--- src/rtl/pattern_pwm_gen.sv ---
// ---------------------------------------------------------------------------
// pattern_pwm_gen
//   Pattern-based PWM burst generator for the DDS sample path. A rising edge
//   of pwm_en starts a burst. Each pulse sends the latched PAT bits LSB first,
//   with every bit held for duty_num clocks. A low gap of pulse_dessert clocks
//   follows each pulse. The pulse repeats pulse_num times, or repeats until
//   pwm_en falls when pulse_num is 0. busy is high while a burst runs, and
//   valid pulses for one clock when the burst completes.
//
// Parameters
//   _PAT_WIDTH     width of the PAT pattern (>= 1)
//
// Ports
//   clk            system clock; all logic uses the rising edge
//   rst            synchronous, active-high reset
//   pwm_en         run request; rising edge starts, falling edge stops
//   duty_num       clocks per pattern bit (0 is treated as 1)
//   pulse_dessert  low-gap clocks after each pattern (0 = no gap)
//   pulse_num      pattern repetitions (0 = repeat until pwm_en falls)
//   PAT            pattern, sent LSB first; length ends at the highest set bit
//   pwm_out        registered PWM output
//   busy           high while a burst is in progress
//   valid          one-clock completion strobe
// ---------------------------------------------------------------------------
//
// state  | meaning
// -------+----------------------------------------------------------------
// S_IDLE | waiting for a rising edge of pwm_en; clears any stop request
// S_PAT  | serialising pattern bits, each held for the latched duty count
// S_GAP  | pwm_out held low for the latched gap count
// S_DONE | single clock with valid=1, then back to S_IDLE
//
module pattern_pwm_gen #(
    parameter int _PAT_WIDTH = 16
) (
    input  logic                  clk,
    input  logic                  rst,
    input  logic                  pwm_en,
    input  logic [7:0]            duty_num,
    input  logic [15:0]           pulse_dessert,
    input  logic [7:0]            pulse_num,
    input  logic [_PAT_WIDTH-1:0] PAT,
    output logic                  pwm_out,
    output logic                  busy,
    output logic                  valid
);

    localparam int IDX_W = $clog2(_PAT_WIDTH) + 1;

    typedef enum logic [1:0] {
        S_IDLE,
        S_PAT,
        S_GAP,
        S_DONE
    } state_t;

    state_t                  state_q;
    logic                    pwm_en_dly_q;
    logic                    stop_req_q;
    logic [7:0]              duty_rld_q;
    logic [7:0]              duty_cnt_q;
    logic [15:0]             gap_q;
    logic [15:0]             gap_cnt_q;
    logic [7:0]              pulse_num_q;
    logic [7:0]              pulse_cnt_q;
    logic [_PAT_WIDTH-1:0]   pat_q;
    logic [_PAT_WIDTH-1:0]   sr_q;
    logic [IDX_W-1:0]        last_idx_q;
    logic [IDX_W-1:0]        bit_idx_q;
    logic                    pwm_out_q;
    logic                    busy_q;
    logic                    valid_q;

    logic                    rise;
    logic                    fall;
    logic [IDX_W-1:0]        pat_last_idx;
    logic [7:0]              duty_rld_in;
    logic [_PAT_WIDTH-1:0]   sr_shift;
    logic [7:0]              pulse_cnt_d;
    logic                    pulse_end;
    logic                    stop_now;
    logic                    last_pulse;

    assign rise = pwm_en & ~pwm_en_dly_q;
    assign fall = ~pwm_en & pwm_en_dly_q;

    // Index of the highest set PAT bit. An all-zero pattern yields index 0,
    // giving a one-bit pattern whose value is 0.
    always_comb begin
        pat_last_idx = '0;
        for (int i = 0; i < _PAT_WIDTH; i++) begin
            if (PAT[i]) begin
                pat_last_idx = IDX_W'(i);
            end
        end
    end

    // The duty counter counts down to 0, so it is reloaded with duty-1.
    // A duty of 0 behaves like a duty of 1.
    assign duty_rld_in = (duty_num == 8'd0) ? 8'd0 : (duty_num - 8'd1);

    // The pattern is walked by shifting right. Bit 0 of the shifted value is
    // the next bit to present, so this also works for a one-bit pattern.
    assign sr_shift    = sr_q >> 1;
    assign pulse_cnt_d = pulse_cnt_q + 8'd1;

    // A pulse ends on the last clock of its gap, or on the last clock of the
    // last pattern bit when there is no gap.
    assign pulse_end = ((state_q == S_PAT) && (duty_cnt_q == 8'd0) &&
                        (bit_idx_q == last_idx_q) && (gap_q == 16'd0)) ||
                       ((state_q == S_GAP) && (gap_cnt_q == 16'd0));

    // A fall that lands on the pulse-end edge itself still stops the burst.
    assign stop_now   = stop_req_q | (fall & busy_q);
    assign last_pulse = (pulse_num_q != 8'd0) && (pulse_cnt_d == pulse_num_q);

    always_ff @(posedge clk) begin
        if (rst) begin
            state_q      <= S_IDLE;
            pwm_en_dly_q <= 1'b0;
            stop_req_q   <= 1'b0;
            duty_rld_q   <= '0;
            duty_cnt_q   <= '0;
            gap_q        <= '0;
            gap_cnt_q    <= '0;
            pulse_num_q  <= '0;
            pulse_cnt_q  <= '0;
            pat_q        <= '0;
            sr_q         <= '0;
            last_idx_q   <= '0;
            bit_idx_q    <= '0;
            pwm_out_q    <= 1'b0;
            busy_q       <= 1'b0;
            valid_q      <= 1'b0;
        end else begin
            pwm_en_dly_q <= pwm_en;
            valid_q      <= 1'b0;

            if (fall && busy_q) begin
                stop_req_q <= 1'b1;
            end

            if (pulse_end) begin
                pulse_cnt_q <= pulse_cnt_d;
                if (stop_now || last_pulse) begin
                    state_q   <= S_DONE;
                    pwm_out_q <= 1'b0;
                    busy_q    <= 1'b0;
                    valid_q   <= 1'b1;
                end else begin
                    state_q    <= S_PAT;
                    sr_q       <= pat_q;
                    pwm_out_q  <= pat_q[0];
                    bit_idx_q  <= '0;
                    duty_cnt_q <= duty_rld_q;
                end
            end else begin
                case (state_q)
                    S_IDLE: begin
                        stop_req_q <= 1'b0;
                        if (rise) begin
                            state_q     <= S_PAT;
                            duty_rld_q  <= duty_rld_in;
                            duty_cnt_q  <= duty_rld_in;
                            gap_q       <= pulse_dessert;
                            pulse_num_q <= pulse_num;
                            pulse_cnt_q <= '0;
                            pat_q       <= PAT;
                            sr_q        <= PAT;
                            last_idx_q  <= pat_last_idx;
                            bit_idx_q   <= '0;
                            pwm_out_q   <= PAT[0];
                            busy_q      <= 1'b1;
                        end
                    end

                    S_PAT: begin
                        if (duty_cnt_q != 8'd0) begin
                            duty_cnt_q <= duty_cnt_q - 8'd1;
                        end else if (bit_idx_q != last_idx_q) begin
                            bit_idx_q  <= bit_idx_q + 1'b1;
                            sr_q       <= sr_shift;
                            pwm_out_q  <= sr_shift[0];
                            duty_cnt_q <= duty_rld_q;
                        end else begin
                            // The gap is nonzero here; a zero gap is handled
                            // by the pulse_end branch above.
                            state_q   <= S_GAP;
                            gap_cnt_q <= gap_q - 16'd1;
                            pwm_out_q <= 1'b0;
                        end
                    end

                    S_GAP: begin
                        gap_cnt_q <= gap_cnt_q - 16'd1;
                    end

                    S_DONE: begin
                        state_q <= S_IDLE;
                    end

                    default: begin
                        state_q   <= S_IDLE;
                        pwm_out_q <= 1'b0;
                        busy_q    <= 1'b0;
                    end
                endcase
            end
        end
    end

    assign pwm_out = pwm_out_q;
    assign busy    = busy_q;
    assign valid   = valid_q;

endmodule

--- config.mk ---
export PLATFORM = sky130hd
export DESIGN_NAME = pattern_pwm_gen
export DESIGN_NICKNAME = d
export VERILOG_FILES = /design/src/rtl/pattern_pwm_gen.sv
export SDC_FILE = /design/constraint.sdc
export NUM_CORES = 1
export LEC_CHECK = 0
export BUFFER_PORTS_ARGS = -buffer_cell sky130_fd_sc_hd__buf_2
export CAP_MARGIN = 10
export CORE_UTILIZATION = 25
export CTS_BUF_LIST = sky130_fd_sc_hd__clkbuf_4 sky130_fd_sc_hd__clkbuf_8 sky130_fd_sc_hd__clkbuf_16
export CTS_CLUSTER_SIZE = 28
export DETAILED_ROUTE_END_ITERATION = 8
export HOLD_SLACK_MARGIN = 0.02
export PLACE_DENSITY = 0.49
export SETUP_SLACK_MARGIN = 0.15
export SLEW_MARGIN = 10
export SYNTH_ARGS = -nofsm -noshare
export SYNTH_HDL_FRONTEND = slang
export SYNTH_SLANG_ARGS = --single-unit
--- constraint.sdc ---
create_clock -name clk -period 3.7 [get_ports clk]
set_input_delay 0.185 -clock clk [delete_from_list [all_inputs] [get_ports clk]]
set_output_delay 0.185 -clock clk [all_outputs]
set_load 0.01 [all_outputs]
==> flow_summary_export.csv, run 1 <==
group,metric,value,unit
setup_path,crit_type,"register to register",
clocking,clkLatencyLatePin,0.38,ns
route,viasPerCell,5.089,
sta,finClkSkew,0.01995,ns
layout,drive_gt1_share,13.96,%
min_path,hp-class,"primary input to register",
floorplanning,ios,54,
synth,syn_inst,828,
floorplanning,dieArea,26370,um^2
power_and_ir_drop,p_clk_share,20.5,%
synth,ys_ff_latch,111,
power_and_ir_drop,power.density,696.6,nW/um^2
setup_path,worstSetupStartpointType,"register",
grt,antenna_found_initial,0,
sta,finalSetupTns,0,ns
layout,syn2layout_area_growth,13.87,%
placed_design,gp_congestion,0.7776,
grt,grt_use_met2,23.00,%
setup_path,r2r_slack,0.50,ns
grt,grt_max_degree,59,
route,routed_wl,18650,um
synth,yosysTopAreaCell,"dfxtp_1",
setup_path,cp_max_fo,17,
floorplanning,die_h,162.4,um
clocking,cts_tree,"built",
min_path,hold_depth,3,
sta,maxSlewViolCount,0,
setup_path,r2r_cells,13,
sta,relSlewSlack,41.17,%
layout,antennaDiodeCount,0,
floorplanning,core_region_area,25180,um^2
layout,num-fill-cells,2789,
sta,finalSetupViolations,0,
sta,worst_pin_slew,0.8824,ns
sta,finalWorstSetupSlack,0.5015,ns
sta,hold_viol_final,0,
route,drc,0,
power_and_ir_drop,leakage,2.679,nW
route,post_drt_wl_per_cell,15.58,um
sta,rsz0062_at_grt,"false",
grt,grt_pass1_wl,30600,um
synth,synthesis.nets,889,
grt,grt_util_met1,19.97,%
setup_path,crit_arrival,3.49,ns
flow_run,drv_cap,0,
clocking,postCtsHoldBufs,0,
placed_design,dp_hpwl,12850,um
setup_path,timing.rr.start,"state_q[0]$_SDFFE_PP0P_",
synth,ys_warn_count,0,
power_and_ir_drop,power_switching,2.236,mW
synth,synth_area_leaders,"dfxtp_1 35%, nand2_1 7.8%, a21oi_1 7.7%",
route,drtPass1Iterations,5,
grt,met3_usage,2.343,%
grt,gr-usage-all-layers,14.59,%
placed_design,io_buffers,53,
setup_path,required,3.99,ns
sta,finalCritPeriodShare,86.44,%
setup_path,r2r_end,"gap_cnt_q[12]$_SDFFE_PP0P_",
grt,grt.overflow.total,0,
grt,top_usage_layer,"met2",
synth,ys.flop_type,"dfxtp_1",
power_and_ir_drop,internal_power,2.865,mW
power_and_ir_drop,seqPwrFrac,33.6,%
route,drt_iter0_drc,417,
layout,nets,923,
grt,first_global_vias,5786,
min_path,min-delay-start,"pulse_dessert[5]",
power_and_ir_drop,p_sw_share,43.84,%
clocking,htreeDepth,3,
clocking,clk_path_buf_depth,2,
sta,period_needed,3.198,ns
status,status,"complete, no violations",
synth,ys_seq_area_share,34.56,%
floorplanning,rows,58,
setup_path,endpoint_kind,"register",
clocking,numCtsBuffers,9,
min_path,hold_end,"gap_q[5]$_SDFFE_PP0P_",
synth,netlist_area,6430,um^2
sta,max_freq,312.7,MHz
synth,synth_top_area_share,34.56,%
power_and_ir_drop,ir_drop,218.0,uV
synth,syn_area_per_cell,7.766,um^2
power_and_ir_drop,p_comb_share,45.8,%
clocking,clk_pin_slew,0.09,ns
placed_design,post-place-ws,0.4500,ns
synth,synth_edf_count,0,
synth,postSynth.asyncResetShare,0,%
floorplanning,start_util,25.53,%
route,ant_nets,0,
synth,synth.distinct_cells,87,
floorplanning,die_x,162.4,um
route,vias,6091,
clocking,cts_num_sinks,111,
clocking,root_buffer,"clkbuf_16",
-- cells in the mapped netlist, drive strengths merged, types with 4 or more instances --
cell type    n
or3         12
nor2b       22
a211o       16
a21oi       99
clkbuf      32
nor4         9
xor2         7
a21o         4
or4          4
mux2i       14
a31oi       15
nand3       36
nand2b       5
nor3b        5
nand2      134
nor3        29
o211ai      10
inv         20
buf         17
or3b         4
ha          10
nor2        59
dfxtp      111
o21ai       37
xnor2       13
o31ai        6
nand3b       8
and2         4
a211oi      24
o221ai       4
-- final cells by class --
cell class | count | area, um^2 | area share (%)
multi-input cells | 647 | 3871 | 52.87
inverters | 20 | 75.07 | 1.025
flip-flops and latches | 111 | 2222 | 30.35
clock inverters | 7 | 93.84 | 1.282
well taps | 330 | 412.9 | 5.639
clock buffers | 9 | 225.2 | 3.076
repair buffers | 73 | 421.7 | 5.759
-- flip-flops by register name (all words and copies together) (netlist names) --
register	cells
bit_idx_q	5
busy	1
duty_cnt_q	8
duty_rld_q	8
gap_cnt_q	16
gap_q	16
last_idx_q	4
pat_q	16
pulse_cnt_q	8
pulse_num_q	8
pwm_en_dly_q	1
pwm_out	1
sr_q	15
state_q	2
stop_req_q	1
valid	1
-- power groups by stage --
| stage | clock network, mW | logic [mW] | registers, mW |
|---|---|---|---|
| after floorplan | 0 | 1.80 | 1.66 |
| after global placement | 0 | 2.33 | 1.75 |
| after detailed placement | 0 | 2.33 | 1.74 |
| after CTS | 1.09 | 2.34 | 1.72 |
| after global routing | 1.13 | 2.62 | 1.76 |
| final | 1.05 | 2.34 | 1.72 |
-- layout by cell type, fill, tap and decap left out, drive strengths merged, types with 4 or more instances in the layout --
| cell type | synthesis | final |
|---|---|---|
| nor3 | 29 | 29 |
| or4 | 4 | 4 |
| clkbuf | 32 | 9 |
| xnor2 | 13 | 13 |
| nand2 | 134 | 134 |
| nor2b | 22 | 22 |
| nand2b | 5 | 5 |
| a31oi | 15 | 15 |
| o211ai | 10 | 10 |
| a211o | 16 | 16 |
| and2 | 4 | 4 |
| or3 | 12 | 12 |
| or3b | 4 | 4 |
| ha | 10 | 10 |
| mux2i | 14 | 14 |
| o221ai | 4 | 4 |
| a211oi | 24 | 24 |
| nand3b | 8 | 8 |
| nand3 | 36 | 36 |
| a21o | 4 | 4 |
| o31ai | 6 | 6 |
| xor2 | 7 | 7 |
| o21ai | 37 | 37 |
| dfxtp | 111 | 111 |
| inv | 20 | 24 |
| nor2 | 59 | 59 |
| a21oi | 99 | 99 |
| buf | 17 | 73 |
| nor4 | 9 | 9 |
| nor3b | 5 | 5 |
-- stage by stage --
stage / util [%] / cell area, um^2 / total power, mW / hold slack, ns / std cells
after floorplan: - / 6430 / 3.465 / 0.3210 / 828
after global placement: 27.79 / 6997 / 4.073 / 0.4296 / 1181
after detailed placement: 27.79 / 6997 / 4.071 / 0.4348 / 1181
after CTS: 29.05 / 7316 / 5.146 / 0.03333 / 1197
after global routing: 29.08 / 7322 / 5.505 / 0.05423 / 1197
final: 29.08 / 7322 / 5.100 / 0.04695 / 1197
-- cells by family after synthesis --
group | share of synthesized area (%)
AND/OR/NAND/NOR | 26.91
flip-flops | 34.56
XOR/XNOR | 2.724
AO/OA/AOI/OAI | 25.69
buffers and inverters | 5.468
multiplexers | 2.705
adder cells (fa/ha/maj) | 1.946
-- how the worst max path moves through the flow --
stage | startpoint | endpoint | slack, ns
floorplan | state_q[0]$_SDFFE_PP0P_ | gap_cnt_q[12]$_SDFFE_PP0P_ | 0.18
global placement | state_q[0]$_SDFFE_PP0P_ | gap_cnt_q[12]$_SDFFE_PP0P_ | 0.46
detailed placement | state_q[0]$_SDFFE_PP0P_ | gap_cnt_q[12]$_SDFFE_PP0P_ | 0.45
CTS | state_q[0]$_SDFFE_PP0P_ | gap_cnt_q[12]$_SDFFE_PP0P_ | 0.42
global route | state_q[0]$_SDFFE_PP0P_ | gap_cnt_q[12]$_SDFFE_PP0P_ | 0.20
finish | state_q[0]$_SDFFE_PP0P_ | gap_cnt_q[12]$_SDFFE_PP0P_ | 0.50
-- layer usage --
| metal | part of all wire (%) | routed length, um |
|---|---|---|
| met3 | 3.7 | 683 |
| met4 | 1.7 | 326 |
| met1 | 50 | 9263 |
| met2 | 45 | 8374 |
| met5 | 0 | 0 |
-- repair_timing --
action	4_1_cts	5_1_grt
gates resized for setup	0	2
buffers inserted	0	0
setup endpoints to repair	0	1
-- worst max-delay path, cell delays in order, from the launching register on --
cell and delay, ns:
dfxtp_1 0.34, inv_1 0.09, ha_2 0.24, buf_6 0.19
mux2i_1 0.21, ha_1 0.24, or4b_1 0.48, a222oi_1 0.36
buf_4 0.20, nand2_2 0.07, or2_4 0.29, mux2i_1 0.14
a21oi_1 0.09, a211oi_2 0.19
No activity file was read; power rests on OpenSTA's default activity.
==> run 2: changes to the inputs <==
--- a/config.mk
+++ b/config.mk
@@ -5,7 +5,7 @@
 export SDC_FILE = /design/constraint.sdc
 export NUM_CORES = 1
 export LEC_CHECK = 0
-export BUFFER_PORTS_ARGS = -buffer_cell sky130_fd_sc_hd__buf_2
+export BUFFER_PORTS_ARGS = -buffer_cell sky130_fd_sc_hd__clkbuf_2
 export CAP_MARGIN = 10
 export CORE_UTILIZATION = 25
 export CTS_BUF_LIST = sky130_fd_sc_hd__clkbuf_4 sky130_fd_sc_hd__clkbuf_8 sky130_fd_sc_hd__clkbuf_16
==> run 2 against run 1 <==
  * Clock skew down 0.0018 ns
  * Die area is the same
  * Combinational power about the same
  * Cell count increased by 0.25%
  * Register-to-register slack got worse by 0.09 ns
  * Highest routed layer unchanged
  * Via count fell by 0.46%
  * Final area up 0.34%
  * Hold slack worse by 0.011 ns
==> flow_summary_export.csv, run 2 (synthesized netlist as in run 1, its figures left out) <==
group,metric,value,unit
status,status,"complete, no violations",
power_and_ir_drop,ir_drop,267.4,uV
sta,rsz0062_at_grt,"false",
power_and_ir_drop,p_sw_share,43.87,%
floorplanning,dieArea,26370,um^2
grt,grt_max_degree,68,
clocking,cts_num_sinks,111,
flow_run,drv_cap,0,
route,routed_wl,18690,um
placed_design,gp_congestion,0.7629,
layout,biggestRegsByFlops,"gap_cnt_q x16, gap_q x16, pat_q x16",
layout,antennaDiodeCount,0,
route,vias,6063,
sta,finalCritPeriodShare,88.81,%
sta,finClkSkew,0.01818,ns
floorplanning,die_h,162.4,um
floorplanning,core_region_area,25180,um^2
setup_path,worstSetupStartpointType,"register",
power_and_ir_drop,power.density,702.4,nW/um^2
sta,worst_pin_slew,0.9067,ns
route,drtPass1Iterations,5,
grt,antenna_found_initial,0,
route,drc,0,
setup_path,endpoint_kind,"register",
min_path,hp-class,"primary input to register",
layout,final_common_cell,"nand2_1",
layout,fin_area,7347,um^2
setup_path,r2r_slack,0.41,ns
layout,regArea,2222,um^2
layout,num-fill-cells,2710,
sta,finalSetupViolations,0,
power_and_ir_drop,internal_power,2.897,mW
layout,syn2layout_area_growth,14.26,%
layout,mostFrequentLayoutCells,"133 x nand2_1, 111 x dfxtp_1, 98 x a21oi_1, 56 x nor2_1, 52 x clkbuf_2",
route,viasPerCell,5.053,
floorplanning,start_util,25.53,%
clocking,htreeDepth,3,
layout,drive_gt1_share,14.02,%
route,post_drt_wl_per_cell,15.58,um
clocking,clk_pin_slew,0.09,ns
grt,grt_pass1_wl,30190,um
sta,relSlewSlack,39.04,%
sta,finalSetupTns,0,ns
power_and_ir_drop,p_clk_share,20.8,%
route,drt_iter0_drc,469,
grt,gr-usage-all-layers,14.41,%
sta,period_needed,3.286,ns
power_and_ir_drop,leakage,2.706,nW
power_and_ir_drop,p_comb_share,46.0,%
grt,grt.overflow.total,0,
placed_design,placed_area,7012,um^2
sta,maxSlewViolCount,0,
clocking,root_buffer,"clkbuf_16",
layout,nets,926,
clocking,clkLatencyLatePin,0.37,ns
power_and_ir_drop,seqPwrFrac,33.2,%
floorplanning,die_x,162.4,um
setup_path,cp_max_fo,17,
route,ant_nets,0,
placed_design,io_buffers,53,
sta,hold_viol_final,0,
placed_design,dp_hpwl,12890,um
clocking,clk_path_buf_depth,2,
setup_path,crit_arrival,3.58,ns
clocking,cts_post_setup_buffers_inserted,0,
setup_path,crit_type,"register to register",
clocking,cts_tree,"built",
grt,first_global_vias,5589,
sta,max_freq,304.3,MHz
floorplanning,ios,54,
clocking,numCtsBuffers,9,
power_and_ir_drop,power_switching,2.264,mW
floorplanning,rows,58,
setup_path,required,4.00,ns
layout,multi_input_area,3869,um^2
run 2: critical path, cell delays in order, from the launching register on:
cell      delay (ns)
dfxtp_1         0.35
inv_1           0.09
ha_1            0.26
buf_6           0.21
mux2i_1         0.20
ha_1            0.24
or4b_1          0.48
a222oi_1        0.37
buf_4           0.21
nand2_2         0.07
or2_4           0.29
mux2i_1         0.15
a21oi_1         0.09
a211oi_2        0.20
run 2: metrics by stage:
stage               power [mW]  instances  setup WS, ns  hold slack, ns  utilization, %
global placement         4.107       1183        0.4548          0.4121           27.84
CTS                      5.191       1200        0.3821         0.02055           29.16
global route             5.539       1200        0.1676         0.02727           29.18
floorplan                3.465        828        0.1823          0.3210               -
detailed placement       4.104       1183        0.4068          0.4158           27.84
finish                   5.160       1200        0.4139         0.03578           29.18
run 2: area by class of cell:
cell class | count | share of cell area, %
Clock buffer | 9 | 3.065
Clock inverter | 7 | 1.311
Inverter | 20 | 1.022
Multi-Input combinational cell | 647 | 52.66
Sequential cell | 111 | 30.25
Tap cell | 330 | 5.620
Timing Repair Buffer | 76 | 6.080
run 2: routing by layer:
metal | part of all wire (%) | vias up | GRT usage [%]
li1 | - | 3090 | -
met1 | 50 | 2803 | 20.37
met2 | 44 | 152 | 22.55
met3 | 4.8 | 18 | 2.266
met4 | 1.2 | 0 | 3.902
met5 | 0 | - | 0
run 2: path summary, 6_finish.rpt:
check                                                   to  depth (start not counted)                     from
worst max register to register  gap_cnt_q[12]$_SDFFE_PP0P_                         13  state_q[0]$_SDFFE_PP0P_
worst min-delay path                 gap_q[6]$_SDFFE_PP0P_                          3         pulse_dessert[6]
worst min register to register      pat_q[15]$_SDFFE_PP0P_                          2   pat_q[15]$_SDFFE_PP0P_
worst max-delay path            gap_cnt_q[12]$_SDFFE_PP0P_                         13  state_q[0]$_SDFFE_PP0P_
run 2: power groups by stage:
| stage | Sequential, mW | Combinational (mW) | Clock, mW |
|---|---|---|---|
| after floorplan | 1.66 | 1.80 | 0 |
| after global placement | 1.74 | 2.36 | 0 |
| final | 1.72 | 2.37 | 1.07 |
| after detailed placement | 1.74 | 2.37 | 0 |
| after global routing | 1.75 | 2.64 | 1.14 |
| after CTS | 1.71 | 2.37 | 1.11 |
run 2: what timing repair did:
action,in CTS,in global routing
gates resized for setup,0,1
hold buffers,1,0
setup endpoints to repair,0,1
endpoints found under the hold margin,1,0
